File: src/rtl/uart_pkg.sv
// Shared UART subsystem constants: scheduler FSM encoding, system clock and
// baud divisors for the 12 MHz clock domain.
package uart_pkg;

  typedef enum logic [2:0] {
    ST_IDLE      = 3'd0,
    ST_START     = 3'd1,
    ST_WAIT_BUSY = 3'd2,
    ST_WAIT_DONE = 3'd3,
    ST_GAP       = 3'd4
  } sched_state_e;

  localparam int UART_CLK_HZ = 12_000_000;

  // Clock cycles per bit at the supported baud rates.
  localparam int BAUD_DIV_9600 = 1250;
  localparam int BAUD_DIV_2400 = 5000;
  localparam int BAUD_DIV_600  = 20000;
  localparam int BAUD_DIV_110  = 109091;

endpackage

File: src/rtl/uart_tx_sched_rr_pick.sv
// rr_pick: combinational round-robin priority encoder. Returns the first
// asserted request searching upward from last+1, wrapping modulo NREQ.
module rr_pick #(
  parameter int NREQ = 4,
  parameter int IDXW = $clog2(NREQ)
) (
  input  logic [NREQ-1:0] req,
  input  logic [IDXW-1:0] last,
  output logic [NREQ-1:0] pick,
  output logic [IDXW-1:0] sel
);

  always_comb begin : search
    logic [IDXW-1:0] cand;
    logic            found;
    pick  = '0;
    sel   = '0;
    found = 1'b0;
    cand  = '0;
    for (int k = 1; k <= NREQ; k++) begin
      cand = IDXW'((int'(last) + k) % NREQ);
      if (!found && req[cand]) begin
        found      = 1'b1;
        pick[cand] = 1'b1;
        sel        = cand;
      end
    end
  end

endmodule

File: src/rtl/uart_tx_sched.sv
// Round-robin scheduler sharing one UART transmitter among NREQ byte requesters,
// with bounded bursts and a post-frame idle gap. Optional watchdog: UART_TX_SCHED_TIMEOUT_EN.
module uart_tx_sched
  import uart_pkg::*;
#(
  parameter int          NREQ        = 4,
  parameter int          MAX_BURST   = 7,
  parameter int          GAP_CYC     = 1250,
  parameter logic [19:0] TIMEOUT_CYC = 20'd150000
) (
  input  logic              clk,
  input  logic              nrst,
  input  logic [NREQ-1:0]   req,
  input  logic [8*NREQ-1:0] req_data,
  output logic [NREQ-1:0]   ack,
  output logic [NREQ-1:0]   gnt,
  output logic              tx_start,
  output logic [7:0]        tx_data,
  input  logic              tx_busy,
  input  logic              tx_done,
  output logic              sched_busy,
  output logic              err
);

  localparam int IDXW = $clog2(NREQ);
  localparam int BW   = $clog2(MAX_BURST + 1);
  localparam int GW   = $clog2(GAP_CYC + 1);

  sched_state_e    state_q, state_d;
  logic [IDXW-1:0] sel_q, sel_d, last_q, last_d, pick_sel;
  logic [NREQ-1:0] pick_oh, sel_oh;
  logic [BW-1:0]   burst_q, burst_d;
  logic [GW-1:0]   gap_q, gap_d;
  logic [7:0]      tx_data_q, tx_data_d;
`ifdef UART_TX_SCHED_TIMEOUT_EN
  logic [19:0]     wd_q, wd_d;
  logic            err_q, err_d;
`endif

  rr_pick #(.NREQ(NREQ), .IDXW(IDXW)) u_pick (
    .req  (req),
    .last (last_q),
    .pick (pick_oh),
    .sel  (pick_sel)
  );

  always_ff @(posedge clk) begin
    if (!nrst) begin
      state_q   <= ST_IDLE;
      sel_q     <= '0;
      last_q    <= IDXW'(NREQ - 1);
      burst_q   <= '0;
      gap_q     <= '0;
      tx_data_q <= 8'h00;
    end else begin
      state_q   <= state_d;
      sel_q     <= sel_d;
      last_q    <= last_d;
      burst_q   <= burst_d;
      gap_q     <= gap_d;
      tx_data_q <= tx_data_d;
    end
  end

`ifdef UART_TX_SCHED_TIMEOUT_EN
  always_ff @(posedge clk) begin
    if (!nrst) begin
      wd_q  <= '0;
      err_q <= 1'b0;
    end else begin
      wd_q  <= wd_d;
      err_q <= err_d;
    end
  end
`endif

  always_comb begin
    state_d   = state_q;
    sel_d     = sel_q;
    last_d    = last_q;
    burst_d   = burst_q;
    gap_d     = gap_q;
    tx_data_d = tx_data_q;
`ifdef UART_TX_SCHED_TIMEOUT_EN
    wd_d      = '0;
    err_d     = err_q;
`endif
    case (state_q)
      ST_IDLE: begin
        if (|pick_oh) begin
          sel_d     = pick_sel;
          tx_data_d = req_data[{pick_sel, 3'b000} +: 8];
          state_d   = ST_START;
        end
      end
      ST_START: begin
        if (burst_q != BW'(MAX_BURST)) burst_d = burst_q + BW'(1);
        state_d = ST_WAIT_BUSY;
      end
      ST_WAIT_BUSY: begin
        if (tx_done) begin
          gap_d   = GW'(GAP_CYC - 1);
          state_d = ST_GAP;
        end else if (tx_busy) begin
          state_d = ST_WAIT_DONE;
        end
      end
      ST_WAIT_DONE: begin
        if (tx_done) begin
          gap_d   = GW'(GAP_CYC - 1);
          state_d = ST_GAP;
        end
      end
      ST_GAP: begin
        if (gap_q != '0) begin
          gap_d = gap_q - GW'(1);
        end else if (req[sel_q] && burst_q < BW'(MAX_BURST)) begin
          tx_data_d = req_data[{sel_q, 3'b000} +: 8];
          state_d   = ST_START;
        end else begin
          last_d  = sel_q;
          burst_d = '0;
          state_d = ST_IDLE;
        end
      end
      default: state_d = ST_IDLE;
    endcase
`ifdef UART_TX_SCHED_TIMEOUT_EN
    // A frame completing in the same cycle as the timeout still counts as done.
    if ((state_q == ST_WAIT_BUSY || state_q == ST_WAIT_DONE) && !tx_done) begin
      if (wd_q == TIMEOUT_CYC - 20'd1) begin
        err_d   = 1'b1;
        last_d  = sel_q;
        burst_d = '0;
        state_d = ST_IDLE;
      end else begin
        wd_d = wd_q + 20'd1;
      end
    end
`endif
  end

  always_comb begin
    sel_oh        = '0;
    sel_oh[sel_q] = 1'b1;
    tx_start      = (state_q == ST_START);
    ack           = (state_q == ST_START) ? sel_oh : '0;
    gnt           = (state_q != ST_IDLE) ? sel_oh : '0;
    sched_busy    = (state_q != ST_IDLE);
  end

  assign tx_data = tx_data_q;

`ifdef UART_TX_SCHED_TIMEOUT_EN
  assign err = err_q;
`else
  logic unused_timeout;
  assign unused_timeout = ^TIMEOUT_CYC;
  assign err = 1'b0;
`endif

endmodule

File: config.mk
export PLATFORM = sky130hd
export DESIGN_NAME = uart_tx_sched
export DESIGN_NICKNAME = d
export VERILOG_FILES = /design/src/rtl/uart_pkg.sv /design/src/rtl/uart_tx_sched_rr_pick.sv /design/src/rtl/uart_tx_sched.sv
export SDC_FILE = /design/constraint.sdc
export NUM_CORES = 1
export LEC_CHECK = 0
export CORE_ASPECT_RATIO = 0.9
export CORE_MARGIN = 3
export CORE_UTILIZATION = 51
export CTS_CLUSTER_DIAMETER = 200
export DETAILED_ROUTE_END_ITERATION = 16
export PLACE_DENSITY = 0.85
export SYNTH_ARGS = -nofsm -noshare
export SYNTH_HDL_FRONTEND = slang
export SYNTH_SLANG_ARGS = --single-unit
export TNS_END_PERCENT = 30
File: constraint.sdc
create_clock -name clk -period 4.6 [get_ports clk]
set_clock_uncertainty 0.2 [all_clocks]
set_input_delay 0.69 -clock clk [delete_from_list [all_inputs] [get_ports clk]]
set_output_delay 0.69 -clock clk [all_outputs]
set_load 0.03 [all_outputs]
### Word level (Yosys, flattened, before mapping)

Index checks and enable logic that the tools add are counted.
W data, S select, Z words.

| word-level totals | value |
|---|---|
| register bits | 29 |
| output and inout port bits | 19 |
| input bits | 40 |

| cells by class | value |
|---|---|
| mux-type cells | 51 |
| eq/ne operators | 14 |
| reductions and logical operators | 26 |
| shifts and indexed selects | 2 |
| magnitude comparators | 11 |
| bitwise operators | 5 |
| add/sub/neg operators | 6 |

Operator list:

| cell | count |
|---|---|
| $shiftx A32 B6 Y8 | 2 |
| $mux W3 | 8 |
| $mux W4 | 6 |
| $mux W8 | 3 |
| $mux W11 | 2 |
| $pmux W11 S2 | 1 |
| $pmux W8 S2 | 1 |
| $lt A2 B3 Y1 const B | 5 |
| $pmux W3 S5 | 1 |
| $mux W1 | 14 |
| $ne A2 B2 Y1 const B | 6 |
| $or A4 B4 Y4 | 3 |
| $reduce_and A4 Y1 | 3 |
| $reduce_bool A11 Y1 | 1 |
| $sub A11 B1 Y11 const B | 1 |
| $bmux W1 S2 | 5 |
| $demux W1 S2 | 5 |
| $ge A2 B1 Y1 const B | 5 |
| $logic_and A1 B1 Y1 | 9 |
| $mux W2 | 4 |
| $eq A3 B2 Y1 const B | 2 |
| $ne A3 B3 Y1 const B | 2 |
| $pmux W3 S2 | 1 |
| $reduce_and A3 Y1 | 2 |
| other kinds (15) | 23 |

### Depth between registers and ports, before layout

Gate-level depths: netlist (run 1).

| depth | value |
|---|---|
| depth in word-level cells | 16 |
| mapped depth | 11 |

### By module

Synthesis (run 1) repeated with hierarchy kept, for this count alone.

| second synthesis, totals | value |
|---|---|
| cell total of the unflattened synthesis | 317 |
| area total of the unflattened synthesis | 2745.1 µm² |

Modules (own cells, without submodules):

| module | area each (µm²) | cells each | times used |
|---|---|---|---|
| uart_tx_sched | 2199.6 | 249 | 1 |
| rr_pick | 545.5 | 68 | 1 |

### Worst setup path after synthesis (run 1)

No wires, ideal clock.

| timing | value |
|---|---|
| path type | flip-flop to flip-flop |
| start | register last_q[0] |
| end | register tx_data_q[7] (netlist: tx_data[7]) |
| library setup time | 117 ps |
| stages on the path, launching flop included | 11 |
| arrival | 2462 ps |
| period minus slack after synthesis | 2779 ps |
| path slack | 1821 ps |
| buffers on the path | 2 |
| path through | dfxtp_1 > buf_4 > inv_1 > ha_1 > buf_2 > mux2i_1 > o311ai_0 > a211oi_1 > o22ai_4 > mux2i_1 > a22o_1 |

| on the way | value |
|---|---|
| longest elaborated chain between the ends | 16 |
| elaborated cells between the ends (all ways) | 58 |

Ends and longest elaborated chain:

| element | RTL line | text |
|---|---|---|
| from (decl) | uart_tx_sched.sv:30 | `logic [IDXW-1:0] sel_q, sel_d, last_q, last_d, pick_sel;` |
| from (signal assigned) | uart_tx_sched.sv:51 | `last_q <= IDXW'(NREQ - 1);` |
| from (signal assigned) | uart_tx_sched.sv:58 | `last_q <= last_d;` |
| $add A2 B1 Y2 | uart_tx_sched_rr_pick.sv:21 | `cand = IDXW'((int'(last) + k) % NREQ);` |
| $bmux W1 S2 | uart_tx_sched_rr_pick.sv:22 | `if (!found && req[cand]) begin` |
| $mux W1 (not written as such) | uart_tx_sched_rr_pick.sv:22 |  |
| $mux W1 | uart_tx_sched_rr_pick.sv:22 |  |
| $logic_not A1 Y1 | uart_tx_sched_rr_pick.sv:22 |  |
| $logic_and A1 B1 Y1 | uart_tx_sched_rr_pick.sv:22 |  |
| $mux W1 | uart_tx_sched_rr_pick.sv:22 |  |
| $logic_not A1 Y1 | uart_tx_sched_rr_pick.sv:22 |  |
| $logic_and A1 B1 Y1 | uart_tx_sched_rr_pick.sv:22 |  |
| $mux W1 | uart_tx_sched_rr_pick.sv:22 |  |
| $logic_not A1 Y1 | uart_tx_sched_rr_pick.sv:22 |  |
| $logic_and A1 B1 Y1 | uart_tx_sched_rr_pick.sv:22 |  |
| $mux W2 or $mux W4 (tied branches) | uart_tx_sched_rr_pick.sv:22 |  |
| $shiftx A32 B6 Y8 or $reduce_or A4 Y1 (tied branches) | uart_tx_sched.sv:92, uart_tx_sched.sv:90 |  |
| $mux W8 or $ne A2 B2 Y1 (tied branches) | -- |  |
| $pmux W8 S2 or $reduce_and A4 Y1 (tied branches) | -- |  |
| to (signal assigned) | uart_tx_sched.sv:61 | `tx_data_q <= tx_data_d;` |
| to (decl) | uart_tx_sched.sv:34 | `logic [7:0] tx_data_q, tx_data_d;` |

Parallel ways exist; a longest one is shown, timed or not. The select of a mux whose other input is x is not followed.
A chain may end at the register's enable or synchronous reset.

### Worst setup path after layout (run 1)

Ends and elaborated chain as after synthesis.

==> results of run 1 <==
## report_power, final
| part | switching [mW] | leakage, nW | internal [mW] |
|---|---|---|---|
| sequential | 0.0583 | 0.237 | 0.301 |
| combinational | 0.275 | 0.915 | 0.222 |
| clock | 0.0952 | 0.0585 | 0.176 |
| total | 0.429 | 1.21 | 0.699 |
## worst paths after layout
path	cells past startpoint	start	endpoint
worst max-delay path	8	last_q[0]$_SDFFE_PN1P_	tx_data[7]$_SDFFE_PN0P_
worst min-delay path	2	burst_q[2]$_SDFFE_PN0P_	burst_q[2]$_SDFFE_PN0P_
worst max register to register	8	last_q[0]$_SDFFE_PN1P_	tx_data[7]$_SDFFE_PN0P_
worst min register to register	2	burst_q[2]$_SDFFE_PN0P_	burst_q[2]$_SDFFE_PN0P_
## worst max-delay path, stage by stage (launching register included)
cell and delay, ns:
dfxtp_1 0.65, inv_1 0.26, ha_1 0.51, mux2i_1 0.33
o311ai_0 0.15, a211oi_1 0.47, o22ai_4 0.24, mux2i_1 0.17
a22o_1 0.24
## metrics by stage
stage | hold slack, ns | setup WS (ns) | power, mW
2_1_floorplan | 0.249 | 1.82 | 0.693
3_5_place_dp | 0.265 | 1.29 | 0.853
3_3_place_gp | 0.262 | 1.35 | 0.843
6_report | 0.278 | 1.28 | 1.13
4_1_cts | 0.281 | 1.31 | 1.13
5_1_grt | 0.302 | 1.06 | 1.19
## kinds of logic after synthesis
group                      Yosys count  synth area share
DFF                                 29             0.288
buffers and inverters               20            0.0466
other                                1           0.00186
muxes                               35             0.186
and+or+nand+nor                     83             0.211
adders and majority gates           11            0.0683
xor gates and xnor gates             7            0.0304
AOI/OAI and AO/OA                   39             0.168
## layout by cell type, fill, tap and decap left out, drive strengths merged, types with 2 or more instances in the layout
cell type	synthesis	final
clkdlybuf4s50	0	57
mux2i	33	33
dfxtp	29	29
nor2	25	25
nand2	16	16
a21oi	14	14
ha	11	11
inv	9	9
nand3	9	9
a22o	8	8
nor3	8	8
clkbuf	4	7
xor2	6	6
nor4	4	4
nand2b	3	3
nand3b	3	3
or4	3	3
mux4	2	2
nor2b	2	2
or2	2	2
a21o	2	2
nand4	2	2
and2	2	2
nand4b	2	2
nor3b	2	2
a31oi	2	2
a211oi	2	2
## Yosys cell counts, types with 2 or more instances
| master | n |
|---|---|
| dfxtp_1 | 29 |
| ha_1 | 11 |
| clkbuf_1 | 4 |
| nand4b_1 | 2 |
| nand3_1 | 9 |
| nand2b_1 | 3 |
| nand3b_1 | 3 |
| xor2_1 | 6 |
| nand2_1 | 16 |
| nor4_1 | 4 |
| a21oi_2 | 2 |
| a21o_1 | 2 |
| mux2i_1 | 33 |
| a22o_1 | 8 |
| nor2_1 | 25 |
| buf_2 | 3 |
| mux4_2 | 2 |
| nand4_1 | 2 |
| buf_4 | 2 |
| and2_1 | 2 |
| a21oi_1 | 12 |
| nor2b_1 | 2 |
| nor3_1 | 7 |
| inv_1 | 9 |
| or2_2 | 2 |
| or4_1 | 2 |
## sequential cells by signal, indices dropped and copies added (netlist names)
register	cells
tx_data	8
burst_q	3
gap_q	11
last_q	2
sel_q	2
state_q	3
## per-layer routing
layer | part of all wire | wire [um] | up-vias | global-route usage
met5 | 0 | 0 | - | 0
met4 | 0.011 | 51 | 0 | 0.0822
met3 | 0.095 | 460 | 5 | 0.0810
met2 | 0.47 | 2250 | 78 | 0.350
met1 | 0.43 | 2060 | 863 | 0.257
li1 | - | - | 923 | -
## final cells by class
cell class                 instances  share of cell area
inverter                           9              0.0125
tap                               46              0.0213
sequential                        29               0.215
timing repair buffer              57               0.211
multi-input combinational        176               0.497
clock inverter                     1              0.0111
clock buffer                       7              0.0320
==> results, run 1 <==
- The synthesized flop and latch total is 29.
- Of all nets on the critical path, the largest fanout is 14.
- Entering global routing, the biggest net connects 17 pins.
- The filler cells instantiated in the layout total 287.
- The leakage dissipation is 1.21 nW.
- From left edge to right edge, the die measures 72.2 um.
- The final non-filler cell area is 2700 um2.
- Buffers placed on the I/O ports in this run total 57.
- Counting flops with an async set or reset pin after synthesis yields a share of 0.
- From synthesis to final layout, the design area changed by 34.0%.
- Summed over all layers, the global routing overflow is 0.
- The count of flip-flops with a built-in enable after synthesis is 0.
- The tree is rooted in a clkbuf_8.
- Setup violations remaining at the end of the flow were counted as 0.
- The HPWL after detailed placement is 3.56 mm.
- In this run, post-CTS hold repair placed 0 buffers.
- For this run, the register share of the synthesized area comes to 0.288.
- The cell count after synthesis came out at 225.
- The flow ran to the end, and the final reports show no timing, DRC or antenna violations.
- The period utilization is 0.721.
- The top cell type's share of synthesized area is 0.288.
- The final number of max-transition violations was 0.
- After clock tree synthesis, the setup repair step added 0 buffers.
- Across the run, the number of max-cap violations was 0.
- The area inside the core boundary is 3760 um2.
- The post-cts sizing count is 0.
- The final standard cell count with taps included and fillers excluded is roughly 330.
- The cell area power density is 418 nW/um2.
- The instance area after placement is ~2600 um2.
- The buffer depth of the longest clock path is 2.
- The post-detailed-route DRC marker count is 0.
- The peak supply drop is 182 uV.
- The first global-routing pass estimated 8.00 mm of wire.
- The total detailed-routing wirelength is a little under 5 mm.
- The worst register-to-register path has a setup slack of 1.28 ns.
- The clock transition time at the flip-flop clock pins of the worst setup and hold paths is 0.06 ns.
- After the last flow step, the layout net total stands at 329.
- The overall track demand over capacity in global routing is 0.216.
- After layout, the minimum clock period comes to 3.32 ns.
- The initial utilization of the core area, before any placement, comes to 0.536.
- Using the TritonRoute via totals, the vias-per-cell ratio works out to approximately 5.8.
- The final antenna-violating net count is 0.
- The routed wirelength normalized by instance count is 14.8 um.
- The total clock buffers created by CTS is 5.
- For the worst-skew pair, the clock arrives at the later sink with an insertion delay of between 0.2 and 0.3 ns.
- After synthesis the cells add up to ~2000 um2.
- In the final layout, the share of cells above drive strength 1 is 0.0753.
- The number of placed instances, taps included, is 317.
- The data arrival time of the critical path is 3.29 ns.
- The initial antenna violation count was 0.
- The floorplan has 21 rows.
- The area used by multi-input combinational logic is 1340 um2.
- Clock tree synthesis found a total of 29 sinks.
- The post-synthesis net count is 276.
- The floorplan step defined a die boundary enclosing 4740 um2.
- 0 antenna diodes ended up in the layout.
- For this design the top-level I/O count stands at 59.
- The number of hold violations in the final report is 0.
- The dominant synthesized flop cell is dfxtp_1.
- The worst hold-check path type is reg2reg.
- The final setup TNS is 0 ns.
- The required time at the endpoint of the critical path is 4.57 ns.
- The TritonCTS clock tree is yes.
- STA classifies the critical path startpoint as a flip-flop.
- The Yosys step of the flow raised 0 warnings.
- The pre-antenna-repair detailed-routing pass consisted of 4 iterations.
- The kind of end point of the critical path is a flip-flop.
- The worst pin sits at a relative slew slack of 0.528.
- At the end of routability-driven placement, the weighted congestion stood at 0.884.
- By area the synthesized netlist is led by dfxtp_1, mux2i_1, ha_1.
- The register cell area after layout is 581 um2.
- Setup repair after global routing left no endpoint under its margin.
- The level count of the clock H-tree is 2.
- The y dimension of the die is 65.6 um.
- For this run, the top clock speed supported by timing is 302 MHz.
- The actual transition at the worst max-transition pin is 0.703 ns.
- At the end of the flow the core is filled with cells to 0.718.
- The start-to-end type of the worst setup path is reg2reg.
- The via count of the first global-routing pass is 1751.
- The number of DRC violations after detailed-routing iteration 0 is 196.
- The mean instance size in the synthesized netlist is 8.95 um2.
- The biggest area contributor in the post-synthesis netlist is dfxtp_1.
- The via total after detailed routing is around 1900.
- The post-synthesis cell type count is 49.
(Power assumes the default switching activity.)
==> run 2: changes to the inputs <==
- CORE_UTILIZATION: 51 -> 48
- PLACE_DENSITY: 0.85 -> 0.81
- clock period: 4.6 -> 3.1 ns (I/O delays scaled with it)
==> run 2 against run 1 <==
- utilization is 0.27 points lower
- flip-flop and latch count did not move
- register-to-register slack got worse by 0.93 ns
- worst setup slack lost 0.93 ns
- non-clock buffer count is 7 higher
- sequential share of layout area down 0.51 points
- final cell count up 2.2%
- routed wire length fell by 5.8%
- critical path depth up 1
- hold slack got worse by 0.0032 ns
- via count down 1.1%
- largest power group unchanged
==> results, run 2 (synthesis gave the netlist of run 1 again) <==
- Commonest non-fill, non-tap cells in the layout: clkdlybuf4s50_1, mux2i_1, dfxtp_1, nor2_1, nand2_1 (unchanged).
- The most common library cell in the layout ignoring fill and taps is clkdlybuf4s50_1 (unchanged).
- The full die area is 5010 um2 (was 4740 um2).
- The routability-driven placement congestion ratio is 0.818 (was 0.884).
- The post-synthesis to final-layout area growth is 37.2% (was 34.0%).
- The number of hold violations in the final report is 0 (unchanged).
- The overall overflow remaining after global route was 0 (unchanged).
- The number of setup violations in the final report is 0 (unchanged).
- The die outline width is 74.3 um (was 72.2 um).
- The post-cts sizing count is 0 (unchanged).
- The worst hold-check path type is reg2reg (unchanged).
- The actual transition at the worst max-transition pin is 0.522 ns (was 0.703 ns).
- The worst reg-to-reg path cell count is 9 (was 8).
- The overall track demand over capacity in global routing is 0.193 (was 0.216).
- The area inside the core boundary is 3860 um2 (was 3760 um2).
- The filler cell count in the final layout is 318 (was 287).
- The number of DRC violations after detailed-routing iteration 0 is 131 (was 196).
- The maximum operating frequency is 365 MHz (was 302 MHz).
- The post-placement cell count is 324 (was 317).
- The max-slew headroom at the worst pin is 0.648 (was 0.528).
- The count of input and output buffers came to 57 (unchanged).
- The first-pass GRT wire length is 7.42 mm (was 8.00 mm).
- The hold buffer count at cts is 0 (unchanged).
- The required time at the endpoint of the critical path was 3.07 ns (was 4.57 ns).
- The internal reg-to-reg setup slack is 0.36 ns (was 1.28 ns).
- The root buffer cell was clkbuf_8 (unchanged).
- The sink count of the clock tree is 29 (unchanged).
- The critical path launch point type is a flip-flop (unchanged).
- The total detailed-routing wirelength came to 4.54 mm (was 4.82 mm).
- The number of flip-flops in the largest register came to 11 (unchanged).
- The clock transition time at the flip-flop clock pins of the worst setup and hold paths is 0.06 ns (about the same).
- The final hold slack is 0.275 ns (was 0.278 ns).
- Setup repair after global routing missed its margin: no (unchanged).
- The routed wirelength normalized by instance count was 13.7 um (was 14.8 um).
- The period utilization is 0.885 (was 0.721).
- The number of nets at the end of the flow is 336 (was 329).
- Series of cell instances along the critical path: inv_1 > ha_1 > mux2i_1 > nand3_1 > a221o_2 > a21oi_2 > nor3_2 > buf_4 > a22o_1 (was inv_1 > ha_1 > mux2i_1 > o311ai_0 > a211oi_1 > o22ai_4 > mux2i_1 > a22o_1).
- The final setup TNS is 0 ns (unchanged).
- The buffer depth of the longest clock path is 2 (unchanged).
- The leakage dissipation is 1.25 nW (was 1.21 nW).
- The detail-routed via count per cell is 5.57 (was 5.75).
- The start-to-end type of the worst setup path is reg2reg (unchanged).
- The final standard cell count with taps included and fillers excluded is 332 (was 325).
- The y dimension of the die is 67.5 um (was 65.6 um).
- The via count of the first global-routing pass is 1694 (was 1751).
- The number of diodes is 0 (unchanged).
- The number of buffers inserted to repair setup after CTS is 0 (unchanged).
- The maximum fanout count along the critical path was 8 (was 14).
- The cell depth of the worst min-delay path is 2 (unchanged).
- The TritonCTS clock tree is yes (unchanged).
- The number of iterations in the first detailed-routing pass came to 4 (unchanged).
- The initial antenna violation count is 0 (unchanged).
- The peak supply drop is 292 uV (was 182 uV).
- The max-cap violation count was 0 (unchanged).
- The clock latency reported for the late side of the worst-skew pair is 0.28 ns (about the same).
- The final period demand of the worst path is 2.74 ns (was 3.32 ns).
- The final antenna-violating net count came to 0 (unchanged).
- The maximum number of pins on one net before global-route repair was 17 (unchanged).
- The total clock buffers created by CTS came to 5 (unchanged).
- The via total after detailed routing is 1848 (was 1869).
- The initial standard-cell utilization of the core came to 0.522 (was 0.536).
- The cell area power density came to 606 nW/um2 (was 418 nW/um2).
- The I/O pin total came to 59 (unchanged).
- The share of layout cells above drive strength 1 is 0.0979 (was 0.0753).
- The critical path's largest stage delay is 0.45 ns (was 0.65 ns).
- The data arrival time of the critical path was 2.71 ns (was 3.29 ns).
- Run status: finished, final reports clean (unchanged).
- The level count of the clock H-tree was 2 (unchanged).
- The standard cell with the maximum stage delay on the critical path is ha_1 (was dfxtp_1).
- The kind of end point of the critical path is a flip-flop (unchanged).
- The final number of max-transition violations is 0 (unchanged).
- The post-detailed-route DRC marker count is 0 (unchanged).
- The number of cell rows is 21 (unchanged).
- The register with the most flip-flops is gap_q (unchanged).
- The detailed-placement wirelength estimate is 3.52 mm (was 3.56 mm).
-- run 2: cell types whose count changed in the layout (fill, tap and decap cells not counted) --
cell    change
buf_4       +6
buf_12      +1
-- run 2: final timing paths --
path,startpoint,endpoint
setup / recovery,last_q[1]$_SDFFE_PN1P_,tx_data[0]$_SDFFE_PN0P_
hold / removal,burst_q[1]$_SDFFE_PN0P_,burst_q[1]$_SDFFE_PN0P_
setup reg to reg,last_q[1]$_SDFFE_PN1P_,tx_data[0]$_SDFFE_PN0P_
hold reg to reg,burst_q[1]$_SDFFE_PN0P_,burst_q[1]$_SDFFE_PN0P_
-- run 2: through the flow --
step                      instance area (um2)  setup slack, ns  total power [mW]  utilization
after floorplan                          2010            0.321              1.03            -
after global placement                   2650            0.307              1.27        0.685
after detailed placement                 2650            0.230              1.28        0.685
after CTS                                2760            0.373              1.68        0.716
after global routing                     2760            0.205              1.78        0.716
final                                    2760            0.357              1.68        0.716
-- run 2: cell type report --
class	count	area, um2	share of cell area
Sequential cell	29	581	0.210
Clock inverter	1	30.0	0.0109
Tap cell	46	57.6	0.0208
Clock buffer	7	86.3	0.0312
Timing Repair Buffer	64	636	0.230
Multi-Input combinational cell	176	1340	0.485
Inverter	9	33.8	0.0122
-- run 2: where the power goes --
part | leakage (nW) | switching, mW | total (mW) | internal, mW
sequential | 0.237 | 0.0819 | 0.529 | 0.447
combinational | 0.953 | 0.403 | 0.751 | 0.348
clock | 0.0585 | 0.133 | 0.395 | 0.262
total | 1.25 | 0.618 | 1.68 | 1.06
-- run 2: worst max-delay path: cells and delay by family (launching register included) --
kind	cells	cell delay (ns)
AND/OR/NAND/NOR	2	0.19
AO/OA/AOI/OAI	3	0.87
multiplexers	1	0.34
flip-flops	1	0.32
adder cells (fa/ha/maj)	1	0.45
buffers and inverters	2	0.27
-- run 2: per-layer routing --
| layer | share of wire | wire (um) | vias up | track usage |
|---|---|---|---|---|
| met5 | 0 | 0 | - | 0 |
| met4 | 0.017 | 76 | 0 | 0.0733 |
| met3 | 0.10 | 471 | 9 | 0.0744 |
| met2 | 0.43 | 1940 | 79 | 0.295 |
| met1 | 0.45 | 2040 | 822 | 0.245 |
| li1 | - | - | 938 | - |
==> run 3: changes to the inputs <==
- MAX_ROUTING_LAYER: not set -> met4
- SETUP_SLACK_MARGIN: not set -> 0.02
==> run 3 against run 2 <==
- final cell count is the same
- critical path type unchanged
- largest cell class unchanged
- sequential power about the same
- first-iteration DRC count is 11% higher
- register-to-register slack about the same
==> results, run 3 (synthesis gave the netlist of run 1 again) <==
- The maximum fanout count along the critical path was 8 (unchanged).
- The full die area came to 5010 um2 (unchanged).
- The area inside the core boundary was 3860 um2 (unchanged).
- The buffer depth of the longest clock path came to 2 (unchanged).
- The critical path launch point type was a flip-flop (unchanged).
- The number of hold violations in the final report is 0 (unchanged).
- The initial standard-cell utilization of the core is 0.522 (unchanged).
- The worst hold-check path type is reg2reg (unchanged).
- The final period demand of the worst path is 2.74 ns (about the same).
- The sequential power share is 0.315 (was 0.316).
- The share of layout cells above drive strength 1 is 0.0979 (unchanged).
- The hold buffer count at cts is 0 (unchanged).
- The post-synthesis to final-layout area growth is 37.2% (unchanged).
- The maximum number of pins on one net before global-route repair is 17 (unchanged).
- The initial antenna violation count came to 0 (unchanged).
- The leakage dissipation came to 1.25 nW (unchanged).
- The data arrival time of the critical path is 2.71 ns (about the same).
- The number of flip-flops in the largest register is 11 (unchanged).
- The register with the most flip-flops is gap_q (unchanged).
- The uppermost layer routed is met4 (unchanged).
- The total clock buffers created by CTS was 5 (unchanged).
- The max-cap violation count came to 0 (unchanged).
- The switching power summed over all nets is 0.620 mW (was 0.618 mW).
- The register cell area after layout is 581 um2 (unchanged).
- The via count of the first global-routing pass came to 1692 (was 1694).
- The filler cell count in the final layout is 318 (unchanged).
- The y dimension of the die is 67.5 um (unchanged).
- The number of nets at the end of the flow came to 336 (unchanged).
- The internal reg-to-reg setup slack is 0.36 ns (about the same).
- Setup repair after global routing missed its margin: no (unchanged).
- Commonest non-fill, non-tap cells in the layout: clkdlybuf4s50_1, mux2i_1, dfxtp_1, nor2_1, nand2_1 (unchanged).
- The start-to-end type of the worst setup path is reg2reg (unchanged).
- The kind of end point of the critical path is a flip-flop (unchanged).
- The final number of max-transition violations came to 0 (unchanged).
- The routability-driven placement congestion ratio is 0.830 (was 0.818).
- The final setup TNS is 0 ns (unchanged).
- The peak supply drop is 292 uV (about the same).
- Run status: finished, final reports clean (unchanged).
- The overall track demand over capacity in global routing is 0.198 (was 0.193).
- The worst setup path startpoint is last_q[1]$_SDFFE_PN1P_ (unchanged).
- The total detailed-routing wirelength is 4.50 mm (was 4.54 mm).
- The final antenna-violating net count is 0 (unchanged).
- The detail-routed via count per cell is 5.50 (was 5.57).
- The sink count of the clock tree is 29 (unchanged).
- The TritonCTS clock tree is yes (unchanged).
- The share of total power in the clock network is 0.236 (about the same).
- The I/O pin total was 59 (unchanged).
- The worst path setup slack after routing is 0.355 ns (was 0.357 ns).
- The level count of the clock H-tree came to 2 (unchanged).
- The combinational fraction of design power is 0.449 (was 0.448).
- The first-pass GRT wire length is 7.42 mm (unchanged).
- The count of input and output buffers is 57 (unchanged).
- The switching power share of the total was 0.370 (was 0.369).
- The number of setup violations in the final report is 0 (unchanged).
- The cell area power density is 607 nW/um2 (was 606 nW/um2).
- The cell internal power dissipation was 1.06 mW (about the same).
- The die outline width is 74.3 um (unchanged).
- The amount of wire on met3 after detailed routing came to 363 um (was 471 um).
- The startpoint of the lowest-slack hold path is burst_q[1]$_SDFFE_PN0P_ (unchanged).
- The overall overflow remaining after global route is 0 (unchanged).
- The post-detailed-route DRC marker count is 0 (unchanged).
- The root buffer cell is clkbuf_8 (unchanged).
- The detailed-routed wire length on met2 is 1.93 mm (was 1.94 mm).
- The number of buffers inserted to repair setup after CTS is 0 (unchanged).
- The wire length on met1 is 2.13 mm (was 2.04 mm).
- The via total after detailed routing came to 1825 (was 1848).
- The number of cell rows came to 21 (unchanged).
- The number of iterations in the first detailed-routing pass came to 4 (unchanged).
- The routed wirelength normalized by instance count came to 13.6 um (was 13.7 um).
- The actual transition at the worst max-transition pin is 0.522 ns (about the same).
- The number of DRC violations after detailed-routing iteration 0 was 145 (was 131).
- The period utilization is 0.885 (about the same).
- The max-slew headroom at the worst pin is 0.649 (was 0.648).
- The area used by multi-input combinational logic came to 1340 um2 (unchanged).
- The post-place setup slack is 0.230 ns (unchanged).
- The number of diodes is 0 (unchanged).
- The post-cts sizing count is 0 (unchanged).
- The clock transition time at the flip-flop clock pins of the worst setup and hold paths is 0.06 ns (about the same).
- The detailed-placement wirelength estimate is 3.52 mm (unchanged).
- The launch point of the worst reg-to-reg path is last_q[1]$_SDFFE_PN1P_ (unchanged).
- The clock latency reported for the late side of the worst-skew pair came to 0.28 ns (about the same).
- The most common library cell in the layout ignoring fill and taps is clkdlybuf4s50_1 (unchanged).
- The required time at the endpoint of the critical path came to 3.07 ns (about the same).
- The maximum operating frequency is 364 MHz (was 365 MHz).
[run 3: cell counts in the layout (fill, tap and decap cells not counted)]
No cell type changed its count.
[run 3: final cells by class]
cell class,count,area share
clock buffers,7,0.0312
inverters,9,0.0122
repair buffers,64,0.230
clock inverters,1,0.0109
flip-flops and latches,29,0.210
well taps,46,0.0208
multi-input cells,176,0.485
[run 3: worst max-delay path: stages, from the launching register on]
cell     delay, ns
dfxtp_1       0.32
inv_1         0.09
ha_1          0.45
mux2i_1       0.34
nand3_1       0.11
a221o_2       0.40
a21oi_2       0.24
nor3_2        0.08
buf_4         0.18
a22o_1        0.22
[run 3: power by group through the flow]
stage          Combinational [mW]  Clock (mW)  Sequential [mW]
6_report                    0.752       0.396            0.529
5_1_grt                     0.817       0.422            0.540
4_1_cts                     0.755       0.401            0.527
3_5_place_dp                0.751           0            0.532
3_3_place_gp                0.741           0            0.531
2_1_floorplan               0.478           0            0.551
[run 3: path summary, 6_finish.rpt]
path	to	depth (start not counted)
worst max-delay path	tx_data[1]$_SDFFE_PN0P_	9
worst max register to register	tx_data[1]$_SDFFE_PN0P_	9
worst min-delay path	burst_q[1]$_SDFFE_PN0P_	2
worst min register to register	burst_q[1]$_SDFFE_PN0P_	2
[run 3: stage by stage]
stage	instance area, um2	power (mW)	util	std cells	hold WS, ns
after floorplan	2010	1.03	-	225	0.249
after global placement	2650	1.27	0.685	324	0.262
after detailed placement	2650	1.28	0.685	324	0.264
after CTS	2760	1.68	0.716	332	0.278
after global routing	2760	1.78	0.716	332	0.293
final	2760	1.68	0.716	332	0.276
[run 3: routing by layer]
layer / track usage / up-vias
li1: - / 940
met5: - / -
met4: 0.0733 / 0
met2: 0.295 / 65
met3: 0.0610 / 9
met1: 0.253 / 811
